**src/rtl/writeback_regfile.sv**
```systemverilog
// Writeback stage register feeding a 16x32 ARM register file and the PC; capture at edge N, commit at N+1.
// Reads bypass the pending entry (r15 reads pc+PC_READ); stall holds stage, register file and PC.
module writeback_regfile #(
    parameter int unsigned              DATA_W   = 32,
    parameter logic [DATA_W-1:0]        PC_RESET = '0,
    parameter int unsigned              PC_STEP  = 4,
    parameter int unsigned              PC_READ  = 8
) (
    input  logic              clk,
    input  logic              rst_n,
    input  logic              stall,
    input  logic              wb_en,
    input  logic              wb_is_branch,
    input  logic [3:0]        wb_addr,
    input  logic [DATA_W-1:0] wb_data,
    input  logic [3:0]        rd_addr_a,
    input  logic [3:0]        rd_addr_b,
    output logic [DATA_W-1:0] rd_data_a,
    output logic [DATA_W-1:0] rd_data_b,
    output logic [DATA_W-1:0] pc,
    output logic              wb_pending
);

    logic              valid_q, valid_d;
    logic              branch_q, branch_d;
    logic [3:0]        addr_q, addr_d;
    logic [DATA_W-1:0] data_q, data_d;
    logic [DATA_W-1:0] pc_q, pc_d;
    logic [DATA_W-1:0] regs_q [15];
    logic [DATA_W-1:0] regs_d [15];

    always_comb begin
        valid_d  = valid_q;
        branch_d = branch_q;
        addr_d   = addr_q;
        data_d   = data_q;
        pc_d     = pc_q;
        regs_d   = regs_q;
        if (!stall) begin
            valid_d  = wb_en;
            branch_d = wb_is_branch;
            addr_d   = wb_addr;
            data_d   = wb_data;
            pc_d     = pc_q + DATA_W'(PC_STEP);
            if (valid_q) begin
                // Branch targets and r15 writes both land in the PC, word aligned.
                if (branch_q || addr_q == 4'd15)
                    pc_d = {data_q[DATA_W-1:2], 2'b00};
                else
                    regs_d[addr_q] = data_q;
            end
        end
    end

    always_ff @(posedge clk or negedge rst_n) begin
        if (!rst_n) begin
            valid_q  <= 1'b0;
            branch_q <= 1'b0;
            addr_q   <= '0;
            data_q   <= '0;
            pc_q     <= PC_RESET;
            for (int i = 0; i < 15; i++)
                regs_q[i] <= '0;
        end else begin
            valid_q  <= valid_d;
            branch_q <= branch_d;
            addr_q   <= addr_d;
            data_q   <= data_d;
            pc_q     <= pc_d;
            regs_q   <= regs_d;
        end
    end

    // r15 never bypasses; a pending branch is not a GPR write so it never bypasses either.
    function automatic logic [DATA_W-1:0] read_port(input logic [3:0] a);
        logic [DATA_W-1:0] r;
        r = '0;
        if (a == 4'd15)
            r = pc_q + DATA_W'(PC_READ);
        else if (valid_q && !branch_q && addr_q == a)
            r = data_q;
        else
            r = regs_q[a];
        return r;
    endfunction

    always_comb begin
        rd_data_a = read_port(rd_addr_a);
        rd_data_b = read_port(rd_addr_b);
    end

    assign pc         = pc_q;
    assign wb_pending = valid_q;

endmodule

```
**config.mk**
```make
export PLATFORM = sky130hd
export DESIGN_NAME = writeback_regfile
export DESIGN_NICKNAME = d
export VERILOG_FILES = /design/src/rtl/writeback_regfile.sv
export SDC_FILE = /design/constraint.sdc
export NUM_CORES = 1
export LEC_CHECK = 0
export CAP_MARGIN = 20
export CORE_MARGIN = 3
export CORE_UTILIZATION = 60
export DETAILED_ROUTE_END_ITERATION = 6
export GPL_ROUTABILITY_DRIVEN = 0
export PLACE_DENSITY_LB_ADDON = 0.05
export SLEW_MARGIN = 10
export SYNTH_ARGS = -nofsm -noshare
export SYNTH_HDL_FRONTEND = slang
export SYNTH_SLANG_ARGS = --single-unit
```
**constraint.sdc**
```tcl
create_clock -name clk -period 2.9 [get_ports clk]
set_input_delay 0.29 -clock clk [delete_from_list [all_inputs] [get_ports clk]]
set_output_delay 0.29 -clock clk [all_outputs]
set_load 0.1 [all_outputs]
```
; After elaboration in Yosys (flattened, before gate mapping)
; Cells that the tools add are included.
[totals]
out_inout_bits = 97
word_cells = 58
register_bits = 550
input_bits = 49
[op_classes]
n_reduce_logical = 7
n_bitwise = 5
n_eq_ne = 5
magnitude_cmp = 4
n_mux = 15
n_addsub = 2
[op_table]
columns = operator, count
row1 = 480-bit bitwise mux, 1
row2 = 32-bit 2-to-1 mux, 11
row3 = 32-bit binary-select mux with 4-bit select, 2
row4 = 32-bit demux with 4-bit select, 1
row5 = 32-bit by 3-bit adder with 32-bit output (second input constant), 1
row6 = 32-bit by 4-bit adder with 32-bit output (second input constant), 1
row7 = 5-bit greater-or-equal comparator (second input constant), 3
row8 = 4-bit NOT with 5-bit output, 3
row9 = 4-bit == test (second input constant), 3
row10 = 4-bit == test, 2
row11 = 5-bit by 1-bit < comparator with 1-bit output (second input constant), 1
row12 = 1-bit logical AND, 4
row13 = 3-bit AND reduction, 1
row14 = 1-bit NOT, 2
row15 = 1-bit logical NOT, 1
row16 = 1-bit logical OR, 1

; Logic depth before layout (Yosys ltp)
; Gate-level depths: netlist of the first run.
[logic_depth]
word_depth = 6
ltp_mapped = 9
mapped_depth_nobuf = 6

; Worst setup path after synthesis of the first run
; No wires, ideal clock.
[synth_timing]
path_type = reg2out
start = reg pc_q[3] (netlist: pc[3])
end = out rd_data_a[19]
path_slack_ns = -2.035
arrival_time_ns = 4.645
t_required_ns = 2.610
stages_incl_launch_ff = 8
n_path_buf = 1
cell_sequence = dfrtp_1 > ha_1 > nand3_1 > nor4_4 > buf_4 > nand2_1 > xnor2_1 > a221oi_1
[synth_via]
elab_chain_cells = 2
[synth_rtl]
columns = item, line
row1 = start: declaration, 28  ; logic [DATA_W-1:0] pc_q, pc_d;
row2 = start signal: assignment, 69  ; pc_q <= pc_d;
row3 = 32-bit by 4-bit adder with 32-bit output, 79  ; r = pc_q + DATA_W'(PC_READ);
row4 = 32-bit 2-to-1 mux, 78  ; if (a == 4'd15)
row5 = end: declaration, 18  ; output logic [DATA_W-1:0] rd_data_a,
; No other way between the ends.

; Worst setup path in the final report of the first run
[layout_timing]
start = reg pc_q[3] (netlist: pc[3])
end = out rd_data_a[14]
; The elaborated chain is that of the path after synthesis.

==> impl_metrics.yaml, run 1 <==
power_and_ir_drop:
  p_int_mw: 18.9
  swShare_pct: 37.0
  p_per_area_nw_per_um2: 798
  power_leakage_nw: 16.4
  clkPwrFrac_pct: 26.1
  p_comb_share_pct: 36.5
  ir_drop_mv: 0.666
  p_sw_mw: 11.1
  pwr-share-seq_pct: 37.3
finish:
  stdcell_count: 3264
  antenna_cells: 0
  drive_gt1_share_pct: 49.0
  area_growth_pct: 22.5
  final_cell_mix: "dfrtp_1, mux2_2, mux4_2, buf_4, buf_12"
  final_common_cell: "dfrtp_1"
  fin_nets: 2598
sta:
  fin_ws_ns: -0.162
  finalSetupViolCount: 36
  rsz0062_at_grt: "true"
  fin_crit_ns: 3.06
  finClkSkew_ns: 0.0139
  tightest_slew_ns: 1.06
  final_max_slew_viol_count: 0
  fin_crit_sh_pct: 106
  fmax_mhz: 327
  max-slew-margin-rel_pct: 29.4
  hold_viol: 0
clocking:
  clk_latency_ns: 0.63
  cts_root_buf: "clkbuf_16"
  cts_buffers: 60
  clk_pin_slew_ns: 0.06
  cts_htree_levels: 2
  clock_sinks: 548
  cts_tree: "done"
  clock_path_buffers: 3
route:
  via_count: 23600
  highest_layer: "met4"
  drt_iter0_markers: 2809
  via_per_inst: 7.22
  wl_met2_um: 46000
  wl_met1_um: 40500
  met3_length_um: 12000
  finalWirelength_um: 103000
  wl_per_cell_um: 31.7
  drc_errors: 0
  drt_first_pass_iters: 6
  ant_nets: 0
critical_path:
  critical_path_class: "reg -> out"
  worstPathCellList: "buf_6 -> nand3_2 -> buf_4 -> nor3_2 -> xnor2_1 -> buf_4 -> nor2_1 -> a311o_1 -> buf_12"
  regToRegSetupSlack_ns: 0.34
  cp_max_fo: 8
  cp-start-kind: "register"
  required_ns: 2.61
  worstPathArrival_ns: 2.77
  cp_common_cell: "buf_4"
  slowest_delay_ns: 0.43
  cp-end-kind: "output pin"
  crit_slowest_cell: "dfrtp_4"
grt:
  grt_use_total_pct: 38.2
  grt_overflow_total: 0
  grt_pass1_vias: 23600
  antenna_found_initial: 1
  grt_pass1_wl_um: 153000
  grt_max_degree: 88
synth:
  synth_edf_count: 0
  synth_ff_type: "dfrtp_1"
  ys_warn_count: 0
  ys_ff_latch: 548
  synth_cells: 2396
  syn-cell-area_sq_um: 30700
  async_flop_share_pct: 100
  synth.distinct_cells: 70
  avgSynthCellArea_sq_um: 12.8
  seq_area_frac_synth_pct: 44.6
floorplan:
  rows: 82
  die_h_um: 232
  start_util_pct: 61.0
  num_io_pins: 146
  dieWidth_um: 232
  dieArea_sq_um: 54000
  core_area_sq_um: 50400
placed_design:
  place_ws_ns: -0.0124
  placed_cells: 3110
  hpwl_um: 64200
  port_buffers: 143
status:
  violations: "negative setup slack"
  status: "finished, violations left"
job:
  maxCapViolations: 0
worst_hold_path:
  min_path_type: "in -> async"
## critical path, delay by kind of cell (launching register included)
family | cells | cell delay (ns)
AOI/OAI and AO/OA | 1 | 0.36
xor gates and xnor gates | 1 | 0.16
DFF | 1 | 0.43
buffers and inverters | 4 | 0.77
and+or+nand+nor | 3 | 0.43
## state kept, by name, indices dropped and copies added (netlist names)
| register | cells |
|---|---|
| addr_q | 4 |
| branch_q | 1 |
| data_q | 32 |
| pc | 30 |
| regs_q | 480 |
| wb_pending | 1 |
## power groups by stage
stage / registers [mW] / logic (mW) / clock network [mW]
after floorplan: 11.5 / 6.54 / 0
after global placement: 11.1 / 10.1 / 0
after detailed placement: 11.3 / 10.2 / 0
after CTS: 11.1 / 10.6 / 7.92
after global routing: 11.4 / 11.4 / 8.23
final: 11.2 / 11.0 / 7.85
## routing by layer
layer	vias up	track usage, %
met5	-	0
met2	1565	55.9
met1	12200	53.6
li1	9448	-
met4	0	16.1
met3	344	11.2
## kinds of logic after synthesis
family	after synthesis	share of synthesized area, %
xor gates and xnor gates	35	0.997
other	1	0.0122
AOI/OAI and AO/OA	425	9.89
DFF	548	44.6
adders and majority gates	2	0.0814
and+or+nand+nor	302	5.05
muxes	780	34.7
buffers and inverters	303	4.66
## area by class of cell
cell class                 count  area, sq um
multi-input combinational   1548        16700
sequential                   548        13800
fill                        3218        12700
timing repair buffer         351         4190
clock buffer                  85         1770
tap                          672          841
clock inverter                22          259
inverter                      38          143
## through the flow
step	cell area, sq um	power (mW)	hold WS, ns	setup TNS (ns)	utilization (%)
floorplan	31200	18.1	-0.00559	-0.908	-
global placement	34600	21.1	0.302	-0.00372	68.8
detailed placement	34600	21.5	0.313	-0.0124	68.8
CTS	37200	29.7	0.244	-3.90	73.8
global route	37700	31.1	0.266	-5.44	74.8
finish	37700	30.1	0.211	-3.47	74.8
## worst paths after layout
path                        startpoint             to  cells past startpoint
setup / recovery                 pc[3]  rd_data_a[14]                      9
hold / removal                   rst_n     data_q[25]                      2
setup reg to reg              branch_q    regs_q[215]                      6
hold reg to reg            regs_q[115]    regs_q[115]                      2
max in group asynchronous        rst_n    regs_q[264]                      3
min in group clk           wb_data[25]     data_q[25]                      2
## timing repair
| action | in CTS | in global routing |
|---|---|---|
| pin swaps | 31 | 39 |
| gates cloned | 1 | 2 |
| buffers inserted | 20 | 26 |
| setup endpoints to repair | 61 | 51 |
| endpoints found under the hold margin | 60 | 0 |
| resized for setup | 60 | 52 |
| hold buffers | 2 | 0 |
## Yosys cell counts, types with 8 or more instances
library cell | number | area, sq um
a21oi_1 | 78 | 390
nand3_1 | 44 | 220
o22ai_1 | 14 | 87.6
a311o_1 | 9 | 90.1
inv_1 | 36 | 135
a2bb2oi_1 | 13 | 114
a22o_1 | 30 | 263
and4_1 | 8 | 70.1
nor4_1 | 10 | 62.6
dfrtp_1 | 548 | 13700
o22a_1 | 16 | 140
o21ai_0 | 56 | 280
nand4_1 | 16 | 100
nor2_1 | 83 | 312
a22oi_1 | 70 | 526
nor2b_1 | 11 | 68.8
a31oi_1 | 14 | 87.6
nand2b_1 | 8 | 50.1
nand2_1 | 76 | 285
mux2i_1 | 75 | 751
buf_4 | 20 | 150
xnor2_1 | 25 | 219
nor3_1 | 16 | 80.1
o211ai_1 | 26 | 195
xor2_1 | 10 | 87.6
buf_2 | 109 | 546
mux2_2 | 516 | 5810
mux2_1 | 13 | 146
clkbuf_1 | 107 | 402
o221ai_1 | 39 | 342
a211oi_1 | 10 | 75.1
buf_1 | 15 | 56.3
buf_6 | 9 | 101
a221o_1 | 9 | 90.1
mux4_2 | 176 | 3960
Note: power is estimated with default switching activity, not from simulation.
==> inputs of run 2 (changes only) <==
--- a/config.mk
+++ b/config.mk
@@ -7,11 +7,11 @@
 export LEC_CHECK = 0
 export CAP_MARGIN = 20
 export CORE_MARGIN = 3
-export CORE_UTILIZATION = 60
+export CORE_UTILIZATION = 40
 export DETAILED_ROUTE_END_ITERATION = 6
 export GPL_ROUTABILITY_DRIVEN = 0
 export PLACE_DENSITY_LB_ADDON = 0.05
-export SLEW_MARGIN = 10
+export SLEW_MARGIN = 20
 export SYNTH_ARGS = -nofsm -noshare
 export SYNTH_HDL_FRONTEND = slang
 export SYNTH_SLANG_ARGS = --single-unit
==> impl_metrics.yaml, run 2 (synthesized netlist as in run 1, its figures left out) <==
status:
  status: "finished, violations left"
  violations: "negative setup slack"
sta:
  timing.hold.ws_ns: 0.184
  finClkSkew_ns: 0.0197
  fin_ws_ns: -0.155
  fin_crit_sh_pct: 105
  final_max_slew_viol_count: 0
  max-slew-margin-rel_pct: 39.1
  fmax_mhz: 327
  rsz0062_at_grt: "true"
  finalSetupViolCount: 33
  fin_crit_ns: 3.06
  tightest_slew_ns: 0.914
  hold_viol: 0
power_and_ir_drop:
  p_int_mw: 19.5
  p_comb_share_pct: 37.0
  p_per_area_nw_per_um2: 793
  clkPwrFrac_pct: 26.9
  ir_drop_mv: 0.411
  power_leakage_nw: 16.8
  power.total_mw: 31.0
  p_sw_mw: 11.4
  pwr-share-seq_pct: 36.1
  swShare_pct: 36.9
placed_design:
  port_buffers: 143
  place_ws_ns: -0.106
  hpwl_um: 73500
route:
  drt_first_pass_iters: 5
  finalWirelength_um: 114000
  drc_errors: 0
  wl_per_cell_um: 30.9
  via_per_inst: 6.25
  via_count: 23100
  drt_iter0_markers: 2106
  ant_nets: 0
finish:
  final_common_cell: "dfrtp_1"
  regMostFlops: "regs_q"
  final_cell_mix: "dfrtp_1, mux2_2, buf_4, mux4_2, buf_12"
  largest_reg_flops: 480
  seq_area_sq_um: 13800
  fillers: 6508
  area_growth_pct: 27.0
  drive_gt1_share_pct: 50.6
  fin_nets: 2667
  multiInputGateArea_sq_um: 16800
  antenna_cells: 0
floorplan:
  num_io_pins: 146
  start_util_pct: 40.4
  rows: 101
  dieWidth_um: 283
  core_area_sq_um: 76100
  die_h_um: 283
  dieArea_sq_um: 80200
critical_path:
  cp-end-kind: "output pin"
  cp_max_fo: 3
  cp-start-kind: "register"
  required_ns: 2.61
  critical_path_class: "reg -> out"
  worstPathArrival_ns: 2.77
clocking:
  cts_htree_levels: 3
  cts_root_buf: "clkbuf_16"
  clock_path_buffers: 3
  clock_sinks: 548
  cts_buffers: 66
  clk_latency_ns: 0.60
  cts_tree: "done"
  clk_pin_slew_ns: 0.06
grt:
  grt_use_total_pct: 28.0
  grt_max_degree: 71
  grt_pass1_vias: 23600
  grt_overflow_total: 0
  antenna_found_initial: 5
  grt_pass1_wl_um: 167000
worst_hold_path:
  min_path_type: "in -> reg"
job:
  maxCapViolations: 0
run 2: cell count changes in the layout (fill, tap and decap cells not counted), sizes merged:
cell	delta
buf	+63
clkbuf	+16
bufinv	-3
clkinv	-2
clkinvlp	-2
dlygate4sd3	-1
inv	+1
nor3	-1
run 2: repair_timing:
item / CTS / global route
pin swaps: 54 / 40
setup buffers: 47 / 21
setup endpoints to repair: 62 / 57
resized for setup: 83 / 51
endpoints found under the hold margin: 50 / 0
hold buffers: 1 / 0
cloned: 2 / 0
run 2: through the flow:
step	area, sq um	instances	util [%]	TNS (ns)
3_5_place_dp	35600	3516	46.8	-0.820
6_report	39000	3693	51.3	-1.93
4_1_cts	38600	3674	50.8	-5.08
5_1_grt	39000	3693	51.3	-4.16
3_3_place_gp	35600	3516	46.8	-0.246
2_1_floorplan	31200	2397	-	-0.908
run 2: path summary, 6_finish.rpt:
path,depth (start not counted),start,end,slack [ns]
worst max register to register,6,branch_q,regs_q[448],0.49
max in group asynchronous,3,rst_n,regs_q[261],1.62
worst min register to register,1,regs_q[272],regs_q[272],0.50
worst min-delay path,2,stall,pc[15],0.18
worst max-delay path,9,pc[3],rd_data_b[26],-0.16
min in group asynchronous,2,rst_n,data_q[29],0.27
run 2: power groups by stage:
stage | Combinational (mW) | Sequential [mW] | Clock (mW)
6_report | 11.5 | 11.2 | 8.33
5_1_grt | 12.0 | 11.4 | 8.82
4_1_cts | 11.2 | 11.1 | 8.54
3_5_place_dp | 10.5 | 11.3 | 0
3_3_place_gp | 10.4 | 11.1 | 0
2_1_floorplan | 6.54 | 11.5 | 0
run 2: cell type report:
class,count,share of cell area [%]
Clock buffer,99,5.17
Clock inverter,16,0.352
Inverter,38,0.372
Multi-Input combinational cell,1547,42.9
Sequential cell,548,35.3
Tap cell,1030,3.30
Timing Repair Buffer,415,12.6
run 2: worst max-delay path: stages (launching register included):
cell,delay (ns)
dfrtp_4,0.44
buf_6,0.12
nand3_4,0.09
nor4_4,0.34
buf_4,0.19
nand4_1,0.17
xnor2_2,0.28
buf_4,0.18
a2bb2oi_4,0.17
buf_12,0.19
run 2: routing by layer:
| layer | global-route usage [%] | wire length, um | up-vias |
|---|---|---|---|
| met5 | 0 | 9 | - |
| met4 | 7.06 | 2660 | 2 |
| met3 | 5.15 | 7930 | 170 |
| met2 | 42.8 | 51300 | 935 |
| met1 | 41.3 | 52100 | 12400 |
| li1 | - | - | 9598 |
